[config.mk]
export PLATFORM = sky130hd
export DESIGN_NAME = write_back
export DESIGN_NICKNAME = d
export VERILOG_FILES = /design/src/rtl/pipeline_pkg.sv /design/src/rtl/store_port.sv /design/src/rtl/write_back.sv
export SDC_FILE = /design/constraint.sdc
export NUM_CORES = 1
export LEC_CHECK = 0
export CAP_MARGIN = 20
export CORE_MARGIN = 10
export CORE_UTILIZATION = 35
export CTS_BUF_LIST = sky130_fd_sc_hd__clkbuf_4 sky130_fd_sc_hd__clkbuf_8
export DETAILED_ROUTE_END_ITERATION = 12
export DONT_BUFFER_PORTS = 1
export GPL_TIMING_DRIVEN = 0
export PLACE_DENSITY = 0.57
export REMOVE_ABC_BUFFERS = 1
export SYNTH_ARGS = -nofsm -noshare
export SYNTH_HDL_FRONTEND = slang
export SYNTH_SLANG_ARGS = --single-unit
[constraint.sdc]
create_clock -name clock -period 3.4 [get_ports clock]
set_input_delay 0.68 -clock clock [delete_from_list [all_inputs] [get_ports clock]]
set_output_delay 0.68 -clock clock [all_outputs]
set_load 0.02 [all_outputs]
[src/rtl/pipeline_pkg.sv]
// Shared types and constants for the retirement end of the pipeline.
package pipeline_pkg;

    typedef logic [4:0]  regind_t;
    typedef logic [31:0] regval_t;

    typedef struct packed {
        logic carry;
        logic negative;
        logic overflow;
        logic zero;
    } flags_t;

    localparam regind_t FLAGS_INDEX = 5'd31;

    typedef enum logic [0:0] {
        IDLE     = 1'b0,
        MEM_WAIT = 1'b1
    } wb_state_t;

endpackage

[src/rtl/store_port.sv]
// Single-beat store engine on a wait-request bus: latches address/data,
// holds the request until the bus accepts it or the timeout expires.
module store_port #(
    parameter int MEM_TIMEOUT = 16
) (
    input  logic        clock,
    input  logic        reset,
    input  logic        launch,
    input  logic [31:0] address,
    input  logic [31:0] data,
    input  logic        mem_waitrequest,
    output logic        mem_write,
    output logic [31:0] mem_address,
    output logic [31:0] mem_writedata,
    output logic        mem_error,
    output logic        busy,
    output logic        done
);
    import pipeline_pkg::*;

    localparam int CW = (MEM_TIMEOUT > 2) ? $clog2(MEM_TIMEOUT) : 1;
    localparam logic [CW-1:0] LAST_COUNT = CW'(MEM_TIMEOUT - 1);

    wb_state_t     state_r;
    wb_state_t     state_s;
    logic [CW-1:0] count_r;

    assign busy = (state_r == MEM_WAIT);
    assign done = (state_r == MEM_WAIT) && !mem_waitrequest;

    // Next-state selection for the store FSM.
    always_comb begin
        state_s = state_r;
        case (state_r)
            IDLE: begin
                if (launch) state_s = MEM_WAIT;
                else        state_s = IDLE;
            end
            MEM_WAIT: begin
                if (!mem_waitrequest)           state_s = IDLE;
                else if (count_r == LAST_COUNT) state_s = IDLE;
                else                            state_s = MEM_WAIT;
            end
            default: state_s = IDLE;
        endcase
    end

    // State register, bus request, latches and timeout counter.
    always_ff @(posedge clock) begin
        if (reset) begin
            state_r       <= IDLE;
            count_r       <= '0;
            mem_write     <= 1'b0;
            mem_address   <= 32'h0000_0000;
            mem_writedata <= 32'h0000_0000;
            mem_error     <= 1'b0;
        end else begin
            state_r   <= state_s;
            mem_error <= 1'b0;
            case (state_r)
                IDLE: begin
                    count_r <= '0;
                    if (launch) begin
                        mem_write     <= 1'b1;
                        mem_address   <= address;
                        mem_writedata <= data;
                    end
                end
                MEM_WAIT: begin
                    if (!mem_waitrequest) begin
                        mem_write <= 1'b0;
                        count_r   <= '0;
                    end else if (count_r == LAST_COUNT) begin
                        mem_write <= 1'b0;
                        mem_error <= 1'b1;
                        count_r   <= '0;
                    end else begin
                        count_r <= count_r + CW'(1);
                    end
                end
                default: begin
                    mem_write <= 1'b0;
                    count_r   <= '0;
                end
            endcase
        end
    end

endmodule

[src/rtl/write_back.sv]
// Final pipeline stage: commits results to the register file and Flags,
// launches stores through store_port and signals retirement.
module write_back #(
    parameter int                        REG_COUNT_LOG2 = 5,
    parameter int                        MEM_TIMEOUT    = 16,
    parameter logic [REG_COUNT_LOG2-1:0] FLAGS_INDEX    = 5'd31
) (
    input  logic                      clock,
    input  logic                      reset,
    input  logic                      in_valid,
    output logic                      in_hold,
    input  logic [31:0]               in_pc,
    input  logic [REG_COUNT_LOG2-1:0] in_target_register,
    input  logic [REG_COUNT_LOG2-1:0] in_address_register,
    input  logic                      in_is_writing_memory,
    input  logic [3:0]                in_flags,
    input  logic [31:0]               in_target_value,
    input  logic                      in_has_upper_value,
    input  logic [31:0]               in_upper_value,
    input  logic [31:0]               in_adjustment_value,
    input  logic                      in_has_flushed,
    output logic [REG_COUNT_LOG2-1:0] base_index,
    input  logic [31:0]               base_value,
    output logic                      reg_we,
    output logic [REG_COUNT_LOG2-1:0] reg_windex,
    output logic [31:0]               reg_wvalue,
    output logic                      reg_we_upper,
    output logic [REG_COUNT_LOG2-1:0] reg_windex_upper,
    output logic [31:0]               reg_wvalue_upper,
    output logic                      flags_we,
    output logic [3:0]                flags_value,
    output logic                      mem_write,
    output logic [31:0]               mem_address,
    output logic [31:0]               mem_writedata,
    input  logic                      mem_waitrequest,
    output logic                      mem_error,
    output logic                      retire_valid,
    output logic [31:0]               retire_pc
);
    import pipeline_pkg::*;

    logic   busy_s, store_done_s;
    logic   accept_s, live_s, launch_s, reg_commit_s, flags_commit_s;
    flags_t flags_r;
    logic [31:0] store_pc_r;

    assign accept_s     = in_valid && !busy_s && !reset;
    assign live_s       = accept_s && !in_has_flushed;
    assign launch_s     = live_s && in_is_writing_memory;
    assign reg_commit_s = live_s && !in_is_writing_memory;
    // A low-port write of the Flags register carries the whole value, so it overrides the flag update.
    assign flags_commit_s = live_s && !(reg_commit_s && (in_target_register == FLAGS_INDEX));

    assign in_hold     = busy_s || launch_s;
    assign base_index  = in_address_register;
    assign flags_value = flags_r;

    store_port #(
        .MEM_TIMEOUT(MEM_TIMEOUT)
    ) u_store_port (
        .clock          (clock),
        .reset          (reset),
        .launch         (launch_s),
        .address        (base_value + in_adjustment_value),
        .data           (in_target_value),
        .mem_waitrequest(mem_waitrequest),
        .mem_write      (mem_write),
        .mem_address    (mem_address),
        .mem_writedata  (mem_writedata),
        .mem_error      (mem_error),
        .busy           (busy_s),
        .done           (store_done_s)
    );

    // Register-port, Flags and retire commit registers.
    always_ff @(posedge clock) begin
        if (reset) begin
            reg_we           <= 1'b0;
            reg_windex       <= '0;
            reg_wvalue       <= 32'h0000_0000;
            reg_we_upper     <= 1'b0;
            reg_windex_upper <= '0;
            reg_wvalue_upper <= 32'h0000_0000;
            flags_we         <= 1'b0;
            flags_r          <= 4'b0000;
            retire_valid     <= 1'b0;
            retire_pc        <= 32'h0000_0000;
            store_pc_r       <= 32'h0000_0000;
        end else begin
            reg_we       <= reg_commit_s;
            reg_we_upper <= reg_commit_s && in_has_upper_value;
            flags_we     <= flags_commit_s;
            retire_valid <= reg_commit_s || store_done_s;
            if (reg_commit_s) begin
                reg_windex <= in_target_register;
                reg_wvalue <= in_target_value;
                retire_pc  <= in_pc;
            end else if (store_done_s) begin
                retire_pc  <= store_pc_r;
            end
            if (reg_commit_s && in_has_upper_value) begin
                reg_windex_upper <= in_target_register + REG_COUNT_LOG2'(1);
                reg_wvalue_upper <= in_upper_value;
            end
            if (flags_commit_s) flags_r <= in_flags;
            if (launch_s) store_pc_r <= in_pc;
        end
    end

endmodule

==> impl_summary.txt <==
----------------------------------------------------
[Status]
  Outcome ... finished clean

[Synth]
  Yosys synthesis warning count ... 0
  EDFF count, synth ... 0
  Share of synthesized area occupied by flip-flops and latches ... 46.6%
  Post-synth ARST share ... 0%
  Cell Area, Synth ... 0.00933 mm2
  Unique cell type count in the Yosys netlist ... 52
  Post-Syn Instances ... 1,147
  Ys flop type ... sky130_fd_sc_hd__dfxtp_1
  Total of flip-flops plus latches after synthesis ... 217
  Syn Area/Cell ... 8.13 um2

[Power]
  Power density over the cells ... 547 mW/mm2
  Clock network fraction of design power ... 44.0%
  Switching power total ... 0.00145 W
  Sequential Power Share ... 48.1%
  Sw Ratio ... 25.5%
  Maximum vdd ir drop ... 301 uV
  Internal ... 0.00423 W
  Combinational share of power ... 7.9%
  Leak Pwr ... 3.93 nW

[Route]
  Post-route ant nets ... 0
  Met2 WL ... 13.8 mm
  DRC ... 0
  Number of vias in the routed layout ... 7,645
  First DRT Iteration DRCs ... 408
  Router iterations before antenna repair ... 7
  Detail-routed net length per standard cell ... 19.4 um
  Detailed Route WL ... 28.5 mm
  Ratio of routed vias to standard cells ... 5.18
  Total routed wire length on the met1 layer ... 11.2 mm
  Routed wire length on met3 ... 2.90 mm
  DR top layer ... met4

[Final layout]
  Number of filler instances in the final layout ... 2,709
  Area occupied by registers ... 0.00434 mm2
  Top library cells by usage in the layout, fill and taps aside ... sky130_fd_sc_hd__nand2_1 (329), sky130_fd_sc_hd__dfxtp_1 (217), sky130_fd_sc_hd__a21oi_1 (184)
  Leading cell type in the layout, fill and taps excluded ... sky130_fd_sc_hd__nand2_1
  Antenna cells ... 0
  Number of nets in the finished design ... 1,328
  Multi-input gate area in the final layout ... 0.00464 mm2
  Final core utilization ... 39.7%
  Area growth, synth to finish ... 11.4%
  Fraction of layout instances using a drive strength above 1 ... 7.98%
  Post-route cell area ... 0.0104 mm2

[Worst setup path]
  Arrival @ worst endpoint ... 2340 ps
  CP Data Required Time ... 2720 ps
  Slowest stage cell on the critical path ... sky130_fd_sc_hd__nor4b_2
  R2r startpoint ... u_store_port.busy$_SDFF_PP0_
  Critical path peak fanout ... 53
  Number of cells traversed by the worst register-to-register path ... 8
  R2R setup slack ... 420 ps
  Top delay family on crit path ... simple AND/OR/NAND/NOR gates
  Delay of the slowest cell on the worst path ... 500 ps
  Category of the worst setup path launch point ... flip-flop
  Category of the worst setup path capture point ... primary output
  Critical setup path kind ... reg -> out
  Reg2Reg Capture Point ... reg_wvalue_upper[16]$_SDFFE_PP0P_
  Worst path bufs/invs ... 1
  Cell Chain, Critical Path ... nor4b_2, buf_1, nand2_4, nand2b_1

[Floorplanning]
  X dimension of the die ... 183 um
  Count of boundary I/O pins ... 367
  Number of core rows ... 59
  Area enclosed by the die boundary ... 0.0336 mm2
  Effective utilization at floorplan ... 35.7%
  Die height ... 183 um
  Core footprint ... 0.0261 mm2

[Worst hold path]
  Worst Hold End ... flags_value[3]$_SDFFE_PP0P_
  Cell count of the worst hold path ... 1
  Critical hold path startpoint ... reset
  Class of the tightest hold or removal check ... in -> reg

[Clock network]
  Clock sink count ... 217
  Num CTS Buffers ... 38
  Insertion delay to the later sink of the worst-skew pair ... 520 ps
  H-tree levels ... 2
  CTS Root Cell ... sky130_fd_sc_hd__clkbuf_8
  Clock Tree Buf Depth ... 3
  Clock slew at the register clock pins of the worst setup and hold paths ... 60 ps
  Clock tree from TritonCTS ... done

[Place]
  DP Wirelength ... 20.6 mm
  PortBufs ... 0
  Final weighted congestion of routability-driven global placement ... 0.838
  DP Worst Slack ... -1210 ps
  Post-placement cell area ... 0.00957 mm2

[Timing]
  Final worst-path setup slack ... 382 ps
  Fmax ... 0.331 GHz
  Setup repair after global routing missed its margin ... false
  Transition time at the pin with the least slew margin ... 672 ps
  Max-slew violations ... 0
  Final cycle utilization of the critical path ... 88.8%
  Setup violations, final ... 0
  Worst clock skew on the final layout ... 7.36 ps
  Number of hold violations in the final report ... 0
  Tmin final ... 3020 ps
  Slew HR ... 55.2%

[Global route]
  Initial antenna violation count ... 0
  First-pass GRT wire length ... 44.0 mm
  GRT Util Overall ... 16.1%
  Number of global-route vias before repair ... 7,631
  Total congestion overflow after global routing ... 0
  Pin count of the biggest net entering global routing ... 211

[Flow run]
  Max-capacitance violation count ... 0

----------------------------------------------------
==> layout make-up <==
class	count	area share (%)
tap	335	4.04
multi-input combinational	840	44.7
timing repair buffer	6	1.36
clock inverter	9	0.747
inverter	9	0.410
clock buffer	59	6.92
sequential	217	41.8
==> metal layers <==
| metal | global-route usage [%] | vias to the layer above |
|---|---|---|
| li1 | - | 3825 |
| met1 | 17.9 | 3504 |
| met2 | 27.3 | 271 |
| met3 | 6.64 | 45 |
| met4 | 5.34 | 0 |
| met5 | 0 | - |
==> cells by family after synthesis <==
group	synth area share, %
adder cells (fa/ha/maj)	4.78
XOR/XNOR	2.91
multiplexers	3.76
buffers and inverters	3.93
flip-flops	46.6
AO/OA/AOI/OAI	18.4
AND/OR/NAND/NOR	19.7
==> state kept, by name, indices dropped and copies added (netlist names), 4 cells and up <==
name / cells
reg_wvalue: 32
reg_windex_upper: 5
retire_pc: 32
flags_value: 4
store_pc_r: 32
u_store_port.mem_writedata: 32
reg_windex: 5
u_store_port.mem_address: 32
u_store_port.count_r: 4
reg_wvalue_upper: 32
==> synth_stat cells (3+ instances only) <==
library cell / n / share of area (%)
sky130_fd_sc_hd__nand2_1: 330 / 13
sky130_fd_sc_hd__dfxtp_1: 217 / 47
sky130_fd_sc_hd__a21oi_1: 184 / 9.9
sky130_fd_sc_hd__clkbuf_1: 64 / 2.6
sky130_fd_sc_hd__nor2_1: 62 / 2.5
sky130_fd_sc_hd__a211oi_1: 39 / 3.1
sky130_fd_sc_hd__mux2i_1: 35 / 3.8
sky130_fd_sc_hd__ha_1: 34 / 4.6
sky130_fd_sc_hd__o21ai_0: 25 / 1.3
sky130_fd_sc_hd__xnor2_1: 21 / 2.0
sky130_fd_sc_hd__nand3b_1: 15 / 1.2
sky130_fd_sc_hd__a21o_1: 13 / 1.0
sky130_fd_sc_hd__nand3_1: 13 / 0.70
sky130_fd_sc_hd__xor2_1: 10 / 0.94
sky130_fd_sc_hd__inv_1: 9 / 0.36
sky130_fd_sc_hd__buf_1: 6 / 0.24
sky130_fd_sc_hd__buf_4: 6 / 0.48
sky130_fd_sc_hd__a31oi_1: 5 / 0.34
sky130_fd_sc_hd__and3_1: 5 / 0.34
sky130_fd_sc_hd__o21bai_1: 5 / 0.40
sky130_fd_sc_hd__buf_2: 4 / 0.21
sky130_fd_sc_hd__nand2b_1: 3 / 0.20
sky130_fd_sc_hd__nor3_1: 3 / 0.16
sky130_fd_sc_hd__o211ai_1: 3 / 0.24
==> worst register-to-register path: cells and delay by family, from the launching register on <==
family / cells / cell delay [ps]
compound gates: 1 / 140
buf+inv: 3 / 1090
flops: 1 / 360
simple gates: 4 / 1320
==> per-stage QoR <==
| stage | power [W] | hold WS [ps] | TNS (ps) | std cells |
|---|---|---|---|---|
| finish | 0.00568 | 243 | 0 | 1475 |
| global route | 0.00596 | 208 | 0 | 1475 |
| CTS | 0.00578 | 196 | 0 | 1475 |
| detailed placement | 0.00324 | 441 | -40990 | 1407 |
| global placement | 0.00323 | 435 | -590290 | 1401 |
| floorplan | 0.00313 | 418 | -126310 | 1066 |
==> worst max-delay path by stage <==
stage                                  from                           endpoint  slack [ps]  depth (start not counted)
2_1_floorplan                      in_valid   reg_windex_upper[2]$_SDFFE_PP0P_       -2230                          7
3_3_place_gp                       in_valid  reg_wvalue_upper[16]$_SDFFE_PP0P_       -5630                          7
3_5_place_dp                          reset  reg_wvalue_upper[16]$_SDFFE_PP0P_       -1210                          8
4_1_cts        u_store_port.busy$_SDFF_PP0_  reg_wvalue_upper[16]$_SDFFE_PP0P_         180                          8
5_1_grt        u_store_port.busy$_SDFF_PP0_   reg_wvalue_upper[7]$_SDFFE_PP0P_         100                          8
6_report       u_store_port.busy$_SDFF_PP0_                            in_hold         380                          4
==> power by group through the flow <==
stage	Sequential, W	Clock, W	Combinational (W)
after floorplan	0.00276	0	0.000363
after global placement	0.00279	0	0.000444
after detailed placement	0.00279	0	0.000449
after CTS	0.00273	0.00259	0.000452
after global routing	0.00274	0.00271	0.000514
final	0.00273	0.00250	0.000450
==> timing repair <==
action | in CTS | in global routing
hold endpoints to repair | 0 | 0
endpoints found under the setup margin | 37 | 8
resized for setup | 3 | 1
cloned | 0 | 0
hold buffers | 0 | 0
buffers inserted | 0 | 0
No activity file was read; power rests on OpenSTA's default activity.
